--- src/rtl/sum_seq_pkg.sv ---
// ============================================================================
// sum_seq_pkg : state encoding and default ALU opcodes for sum_sequencer
// Revision    : 1.0
// ============================================================================
`default_nettype none

package sum_seq_pkg;

  typedef enum logic [2:0] {
    ST_IDLE    = 3'd0,
    ST_CLR_RD  = 3'd1,
    ST_CLR_IMM = 3'd2,
    ST_CLR_EX  = 3'd3,
    ST_RD      = 3'd4,
    ST_IMM     = 3'd5,
    ST_EX      = 3'd6,
    ST_DONE    = 3'd7
  } state_t;

  localparam logic [7:0] OP_AND_DEFAULT = 8'h01;
  localparam logic [7:0] OP_ADD_DEFAULT = 8'h05;

endpackage

`default_nettype wire

--- src/rtl/sum_seq_term_ctr.sv ---
// ============================================================================
// sum_seq_term_ctr : current term / remaining-count registers for the sequencer
// Revision         : 1.0
// ============================================================================
`default_nettype none

module sum_seq_term_ctr #(
  parameter int DATA_W = 16
) (
  input  logic              clk,
  input  logic              reset,
  input  logic              load,
  input  logic              advance,
  input  logic [DATA_W-1:0] first,
  input  logic [DATA_W-1:0] step,
  input  logic [DATA_W-1:0] count,
  output logic [DATA_W-1:0] term,
  output logic              rem_zero,
  output logic              rem_last
);

  logic [DATA_W-1:0] term_q, term_d;
  logic [DATA_W-1:0] rem_q,  rem_d;
  logic [DATA_W-1:0] step_q, step_d;

  always_comb begin
    term_d = term_q;
    rem_d  = rem_q;
    step_d = step_q;
    if (load) begin
      term_d = first;
      rem_d  = count;
      step_d = step;
    end else if (advance) begin
      term_d = term_q + step_q;
      rem_d  = rem_q - DATA_W'(1);
    end
  end

  always_ff @(posedge clk or posedge reset) begin
    if (reset) begin
      term_q <= '0;
      rem_q  <= '0;
      step_q <= '0;
    end else begin
      term_q <= term_d;
      rem_q  <= rem_d;
      step_q <= step_d;
    end
  end

  assign term     = term_q;
  assign rem_zero = (rem_q == '0);
  // rem_last predicts that the decrement about to happen reaches zero
  assign rem_last = (rem_q == DATA_W'(1));

endmodule

`default_nettype wire

--- src/rtl/sum_sequencer.sv ---
// ============================================================================
// sum_sequencer : micro-sequencer that accumulates an arithmetic series into a
//                 register by driving immediate / ALU / register-file controls
// Revision      : 1.0
// ============================================================================
`default_nettype none

module sum_sequencer
  import sum_seq_pkg::*;
#(
  parameter int              DATA_W   = 16,
  parameter int              NUM_REGS = 16,
  parameter int              SEL_W    = 5,
  parameter int              OP_W     = 8,
  parameter logic [OP_W-1:0] OP_AND   = OP_W'(OP_AND_DEFAULT),
  parameter logic [OP_W-1:0] OP_ADD   = OP_W'(OP_ADD_DEFAULT)
) (
  input  logic                        clk,
  input  logic                        reset,
  input  logic                        start,
  input  logic                        abort,
  input  logic [$clog2(NUM_REGS)-1:0] dest_reg,
  input  logic [DATA_W-1:0]           first,
  input  logic [DATA_W-1:0]           step,
  input  logic [DATA_W-1:0]           count,
  output logic [DATA_W-1:0]           immediate,
  output logic                        imm_control,
  output logic                        buff_en,
  output logic [NUM_REGS-1:0]         enable,
  output logic [SEL_W-1:0]            control1,
  output logic [SEL_W-1:0]            control2,
  output logic [OP_W-1:0]             opcode,
  output logic                        busy,
  output logic                        done
);

  localparam int DEST_W = $clog2(NUM_REGS);

  state_t            state_q, state_d;
  logic [DEST_W-1:0] dest_q,  dest_d;
  logic              load, advance;
  logic [DATA_W-1:0] term;
  logic              rem_zero, rem_last;
  logic [NUM_REGS-1:0] dest_onehot;
  logic [SEL_W-1:0]    dest_sel;

  sum_seq_term_ctr #(.DATA_W(DATA_W)) u_term_ctr (
    .clk      (clk),
    .reset    (reset),
    .load     (load),
    .advance  (advance),
    .first    (first),
    .step     (step),
    .count    (count),
    .term     (term),
    .rem_zero (rem_zero),
    .rem_last (rem_last)
  );

  always_comb begin
    state_d = state_q;
    dest_d  = dest_q;
    load    = 1'b0;
    advance = 1'b0;
    case (state_q)
      ST_IDLE: begin
        if (start && !abort) begin
          load    = 1'b1;
          dest_d  = dest_reg;
          state_d = ST_CLR_RD;
        end
      end
      ST_CLR_RD:  state_d = ST_CLR_IMM;
      ST_CLR_IMM: state_d = ST_CLR_EX;
      ST_CLR_EX:  state_d = rem_zero ? ST_DONE : ST_RD;
      ST_RD:      state_d = ST_IMM;
      ST_IMM:     state_d = ST_EX;
      ST_EX: begin
        advance = 1'b1;
        state_d = rem_last ? ST_DONE : ST_RD;
      end
      ST_DONE:    state_d = ST_IDLE;
      default:    state_d = ST_IDLE;
    endcase
    // Abort overrides every busy transition and freezes the term counter
    if (abort && (state_q != ST_IDLE)) begin
      state_d = ST_IDLE;
      advance = 1'b0;
    end
  end

  always_ff @(posedge clk or posedge reset) begin
    if (reset) begin
      state_q <= ST_IDLE;
      dest_q  <= '0;
    end else begin
      state_q <= state_d;
      dest_q  <= dest_d;
    end
  end

  assign dest_onehot = NUM_REGS'(1) << dest_q;
  assign dest_sel    = SEL_W'(dest_q) + SEL_W'(1);
  assign control2    = '0;

  always_comb begin
    immediate   = '0;
    imm_control = 1'b0;
    buff_en     = 1'b0;
    enable      = '0;
    control1    = '0;
    opcode      = '0;
    busy        = (state_q != ST_IDLE);
    done        = 1'b0;
    case (state_q)
      ST_CLR_RD, ST_RD: begin
        enable   = dest_onehot;
        control1 = dest_sel;
      end
      ST_CLR_IMM: imm_control = 1'b1;
      ST_CLR_EX: begin
        imm_control = 1'b1;
        buff_en     = 1'b1;
        enable      = dest_onehot;
        opcode      = OP_AND;
      end
      ST_IMM: begin
        imm_control = 1'b1;
        immediate   = term;
      end
      ST_EX: begin
        imm_control = 1'b1;
        immediate   = term;
        buff_en     = 1'b1;
        enable      = dest_onehot;
        opcode      = OP_ADD;
      end
      ST_DONE: done = 1'b1;
      default: ;
    endcase
  end

endmodule

`default_nettype wire

--- config.mk ---
export PLATFORM = sky130hd
export DESIGN_NAME = sum_sequencer
export DESIGN_NICKNAME = d
export VERILOG_FILES = /design/src/rtl/sum_seq_pkg.sv /design/src/rtl/sum_seq_term_ctr.sv /design/src/rtl/sum_sequencer.sv
export SDC_FILE = /design/constraint.sdc
export NUM_CORES = 1
export LEC_CHECK = 0
export ABC_AREA = 1
export BUFFER_PORTS_ARGS = -buffer_cell sky130_fd_sc_hd__buf_2
export CORE_AREA = 2 2 122 124
export DETAILED_ROUTE_END_ITERATION = 6
export DIE_AREA = 0 0 124 126
export SYNTH_ARGS = -nofsm -noshare
export SYNTH_HDL_FRONTEND = slang
export SYNTH_HIERARCHICAL = 1
export SYNTH_SLANG_ARGS = --single-unit
--- constraint.sdc ---
create_clock -name clk -period 4.55 [get_ports clk]
set_input_delay 0.455 -clock clk [delete_from_list [all_inputs] [get_ports clk]]
set_output_delay 0.455 -clock clk [all_outputs]
set_load 0.005 [all_outputs]
=== Word-level counts from Yosys, hierarchy flattened ===
Cells that the tools add are included.

* Bits in registers: 55
* Latch bits: 0
* RAM bits: 0
* Bits in read-only memories: 0
* Memories kept: 0

* Add/subtract/negate cells: 3
* Multiply operators: 0
* Divide/modulo/power cells: 0
* $lt $le $gt $ge: 0
* Equality and inequality tests: 9
* Shifts and indexed selects: 1
* Muxes and demuxes: 20
* Bitwise gates (word level): 0
* Reduce and logical (&&, ||, !) cells: 13

{| class="wikitable"
|+ Operators by type and width
! operator !! number
|-
| $mux W16 || 6
|-
| $pmux W3 S8 || 1
|-
| $add A16 B16 Y16 || 1
|-
| $eq A16 B1 Y1 const B || 1
|-
| $logic_not A16 Y1 || 1
|-
| $shl A1 B4 Y16 const A || 1
|-
| $sub A16 B1 Y16 const B || 1
|-
| $eq A3 B3 Y1 const B || 4
|-
| $reduce_or A4 Y1 || 2
|-
| $mux W1 || 7
|-
| $eq A3 B2 Y1 const B || 2
|-
| $mux W3 || 2
|-
| $pmux W3 S2 || 1
|-
| $reduce_or A2 Y1 || 3
|-
| $add A4 B1 Y5 const B || 1
|-
| $mux W5 || 1
|-
| $mux W2 || 2
|-
| $eq A3 B1 Y1 const B || 1
|-
| $logic_not A3 Y1 || 1
|-
| $ne A3 B3 Y1 const B || 1
|-
| $reduce_bool A3 Y1 || 1
|-
| $logic_and A1 B1 Y1 || 2
|-
| $reduce_and A2 Y1 || 1
|-
| $reduce_bool A2 Y1 || 1
|-
| $logic_not A1 Y1 || 1
|}

=== Logic depth before layout (Yosys ltp) ===
* Word-level depth: 5
* Depth in mapped cells: 11
* Depth with buffers taken out: 11

=== Modules after synthesis ===
The synthesis kept the hierarchy.

{| class="wikitable"
|+ Modules (own cells, without submodules)
! module !! times used !! cells an instance !! area each (um^2) !! sequential area each (um^2)
|-
| sum_seq_term_ctr || 1 || 445 || 3270.6 || 1201.2
|-
| sum_sequencer || 1 || 170 || 948.4 || 175.2
|}

=== Least setup slack after synthesis ===
No wires, ideal clock.

* Path kind: register to register
* From: reg state_q[1]
* To: reg u_term_ctr.rem_q[2]
* Data arrival time: 1522 ps
* Path slack: 2902 ps
* Stages on the path, launching flop included: 7
* Cell sequence: dfrtp_1 > nor2_1 > nand2_1 > nor2_4 > nor2_1 > buf_2 > a221o_1

* Word-level cells in the longest chain between the ends: 4

{| class="wikitable"
|+ RTL lines
! what !! line !! source
|-
| from (decl) || sum_sequencer.sv:39 || <nowiki>state_t state_q, state_d;</nowiki>
|-
| from (signal assigned) || sum_sequencer.sv:97 || <nowiki>state_q <= state_d;</nowiki>
|-
| $reduce_bool A3 Y1 || - ||
|-
| via busy || sum_sequencer.sv:33 || <nowiki>output logic busy,</nowiki>
|-
| $logic_and A1 B1 Y1 || sum_sequencer.sv:86 || <nowiki>if (abort && (state_q != ST_IDLE)) begin</nowiki>
|-
| $mux W1 || sum_sequencer.sv:86 ||
|-
| $reduce_bool A2 Y1 (no line) || - ||
|-
| to (signal assigned) || sum_seq_term_ctr.sv:47 || <nowiki>rem_q <= rem_d;</nowiki>
|-
| to (decl) || sum_seq_term_ctr.sv:23 || <nowiki>logic [DATA_W-1:0] rem_q, rem_d;</nowiki>
|}

The timed path passes the listed nets, and every way through them passes these cells.
A chain may end at the register's enable or synchronous reset.

=== Worst setup path after layout ===
* From: reg state_q[1]
* To: reg u_term_ctr.rem_q[2]

{| class="wikitable"
|+ RTL lines
! what !! line !! source
|-
| $logic_not A3 Y1 (*) || sum_sequencer.sv:65 || <nowiki>case (state_q)</nowiki>
|-
| $mux W1 (*) || sum_sequencer.sv:65 ||
|-
| via load || sum_sequencer.sv:41 || <nowiki>logic load, advance;</nowiki>
|-
| $mux W16 or $reduce_bool A2 Y1 (tied branches) || - ||
|}

The timed path passes the listed nets; every way through them passes the cells marked *.

==> qor.yml <==
avgRoutedWirePerCell_um: 11.97
regToRegEndpoint: "u_term_ctr/rem_q[2]"
vias: 3912
drt_iter0_markers: 164
yosys_warnings: 6
clk_latency_ns: 0.29
gr-total-overflow: 0
io_buffers: 98
postCtsHoldBufs: 0
cts_buffers: 5
hold_viol_final: 0
startpoint_type: "flop"
max-vdd-ir-drop_v: 0.0002067
place_hpwl_mm: 8.205
worst_slew_pin_slew_ns: 1.044
die_x_um: 124
grt_max_degree: 49
powerDensity_nw_per_um2: 631.4
grt_pass1_wl_mm: 18.08
finalInstanceArea_sq_um: 5002
tns_ns: 0
p_leak_nw: 2.794
drive_above_1_share: 0.2028
yosysMostFrequentCell: "nand2_1"
diodes: 0
clock_sinks: 55
post_cts_resized: 0
area_delta_synth_final_pct: 18.56
synth_top_cell_by_area: "dfrtp_1"
io_pins: 110
place_ws_ns: 1.930
avgSynthCellArea_sq_um: 6.860
maxCapViolCount: 0
crit_type: "flop to flop"
wl_mm: 10.64
rsz0062_at_grt: "no"
ys_ff_latch: 55
clkSlewWorstSetupHoldPaths_ns: 0.07
rrSetupSlack_ns: 1.92
placed_cell_area_sq_um: 4813
antenna_found_initial: 1
ys.flop_type: "dfrtp_1"
worstSetupEndpoint: "u_term_ctr/rem_q[2]"
synth_common_cells: "nand2_1 (204), inv_1 (86), nor2_1 (66)"
end_kind: "flop"
syn_inst: 615
yosysSeqAreaShare: 0.3262
crit_path_start: "state_q[1]"
synth.area.top_cells: "dfrtp_1 (33%), nand2_1 (18%), inv_1 (7.7%), ha_1 (7.1%), nor2_1 (5.9%)"
reg2reg_depth: 7
slew_headroom: 0.3032
firstDrtPassIters: 4
fmax_mhz: 379.9
stdcell_count: 889
cts-root-buf: "clkbuf_16"
required_ns: 4.73
post-route-util: 0.3495
cts_tree: "built"
cts_max_level: 2
period_share: 0.5785
initial_core_util: 0.2948
first_global_vias: 3794
cts_buffer_depth: 2
synth-edff-count: 0
gp_congestion: 0.8143
worstReg2RegStart: "state_q[1]"
track_usage: 0.1425
setup_violations: 0
design.core.area_sq_um: 14310
ys_types: 41
synthArstFlopShare: 1.000
cts_setup_buffers: 0
fillerInstances: 1579
arrival_ns: 2.81
via_per_inst: 4.400
rows: 44
critPathMaxFanout: 40
synth_top_area_frac: 0.3262
finalWorstSetupSlack_ns: 1.918
period_needed_ns: 2.632
fin_nets: 785
dp_cells: 881
syn-cell-area_sq_um: 4219
die_h_um: 126
clock_skew_ns: 0.004443
post-route-drc-count: 0
status: "finished, final reports clean"
die-area_sq_um: 15620
drv_slew: 0
hold_path_class: "input pin to async pin"
antenna_left: 0
cell families after synthesis:
kind of cell	Yosys count	share of synthesized area
compound gates	59	0.09164
xor+xnor	13	0.02699
fa+ha+maj	25	0.07592
buf+inv	120	0.1248
flops	55	0.3262
other cells	1	0.0008888
simple gates	342	0.3535
how the worst min path moves through the flow:
stage / startpoint / end
final: reset / dest_q[0]
after global routing: reset / dest_q[3]
after CTS: reset / dest_q[0]
after detailed placement: reset / dest_q[1]
after global placement: reset / dest_q[1]
after floorplan: reset / dest_q[0]
critical path, stage by stage (launching register included):
cell     delay (ns)
dfrtp_1        0.44
nor2_1         0.20
nand2_1        0.14
nor2_4         0.75
nor2_4         0.24
inv_2          0.38
a21oi_1        0.08
a221o_1        0.27
area by class of cell:
cell class | count | area [sq um] | share of cell area
Clock inverter | 2 | 60.06 | 0.01201
Multi-Input combinational cell | 450 | 2356 | 0.4710
Inverter | 92 | 345.3 | 0.06903
Tap cell | 184 | 230.2 | 0.04602
Sequential cell | 55 | 1376 | 0.2751
Clock buffer | 6 | 128.9 | 0.02576
Timing Repair Buffer | 100 | 505.5 | 0.1011
per-layer routing:
metal | share of wire | up-vias | wire (um) | track usage
met3 | 0.058 | 8 | 617 | 0.01993
met1 | 0.48 | 1728 | 5082 | 0.1986
li1 | - | 2069 | - | -
met2 | 0.45 | 105 | 4819 | 0.2343
met4 | 0.010 | 2 | 108 | 0.03106
met5 | 0.0012 | - | 13 | 0
flip-flops by register name, summed over array words and instances, names as in the netlist:
name               cells
state_q                3
u_term_ctr/term       16
u_term_ctr/rem_q      16
u_term_ctr/step_q     16
dest_q                 4
placed cells by master (no fill, tap or decap), types with 6 or more instances in the layout:
| master | Yosys | final |
|---|---|---|
| inv_1 | 86 | 85 |
| nor2_1 | 66 | 65 |
| conb_1 | 1 | 11 |
| dfrtp_1 | 55 | 55 |
| xnor2_1 | 8 | 8 |
| nand3_1 | 34 | 34 |
| ha_1 | 24 | 24 |
| o21ai_1 | 7 | 7 |
| inv_2 | 5 | 6 |
| a22oi_1 | 17 | 17 |
| nand2_1 | 204 | 204 |
| nor2_2 | 7 | 8 |
| o21ai_0 | 12 | 12 |
| buf_2 | 7 | 98 |
| a21oi_1 | 13 | 13 |
where the power goes:
part           switching (mW)  internal [mW]  leakage [nW]  total [mW]
sequential              0.245          0.715         0.685       0.960
clock                   0.178          0.316        0.0911       0.494
combinational            1.05          0.653          2.02        1.70
through the flow:
step	hold slack [ns]	total power, mW
final	0.09256	3.159
after global routing	0.1011	3.529
after CTS	0.09505	3.185
after detailed placement	0.4114	2.672
after global placement	0.4094	2.656
after floorplan	0.2584	2.290
(Power assumes the default switching activity.)
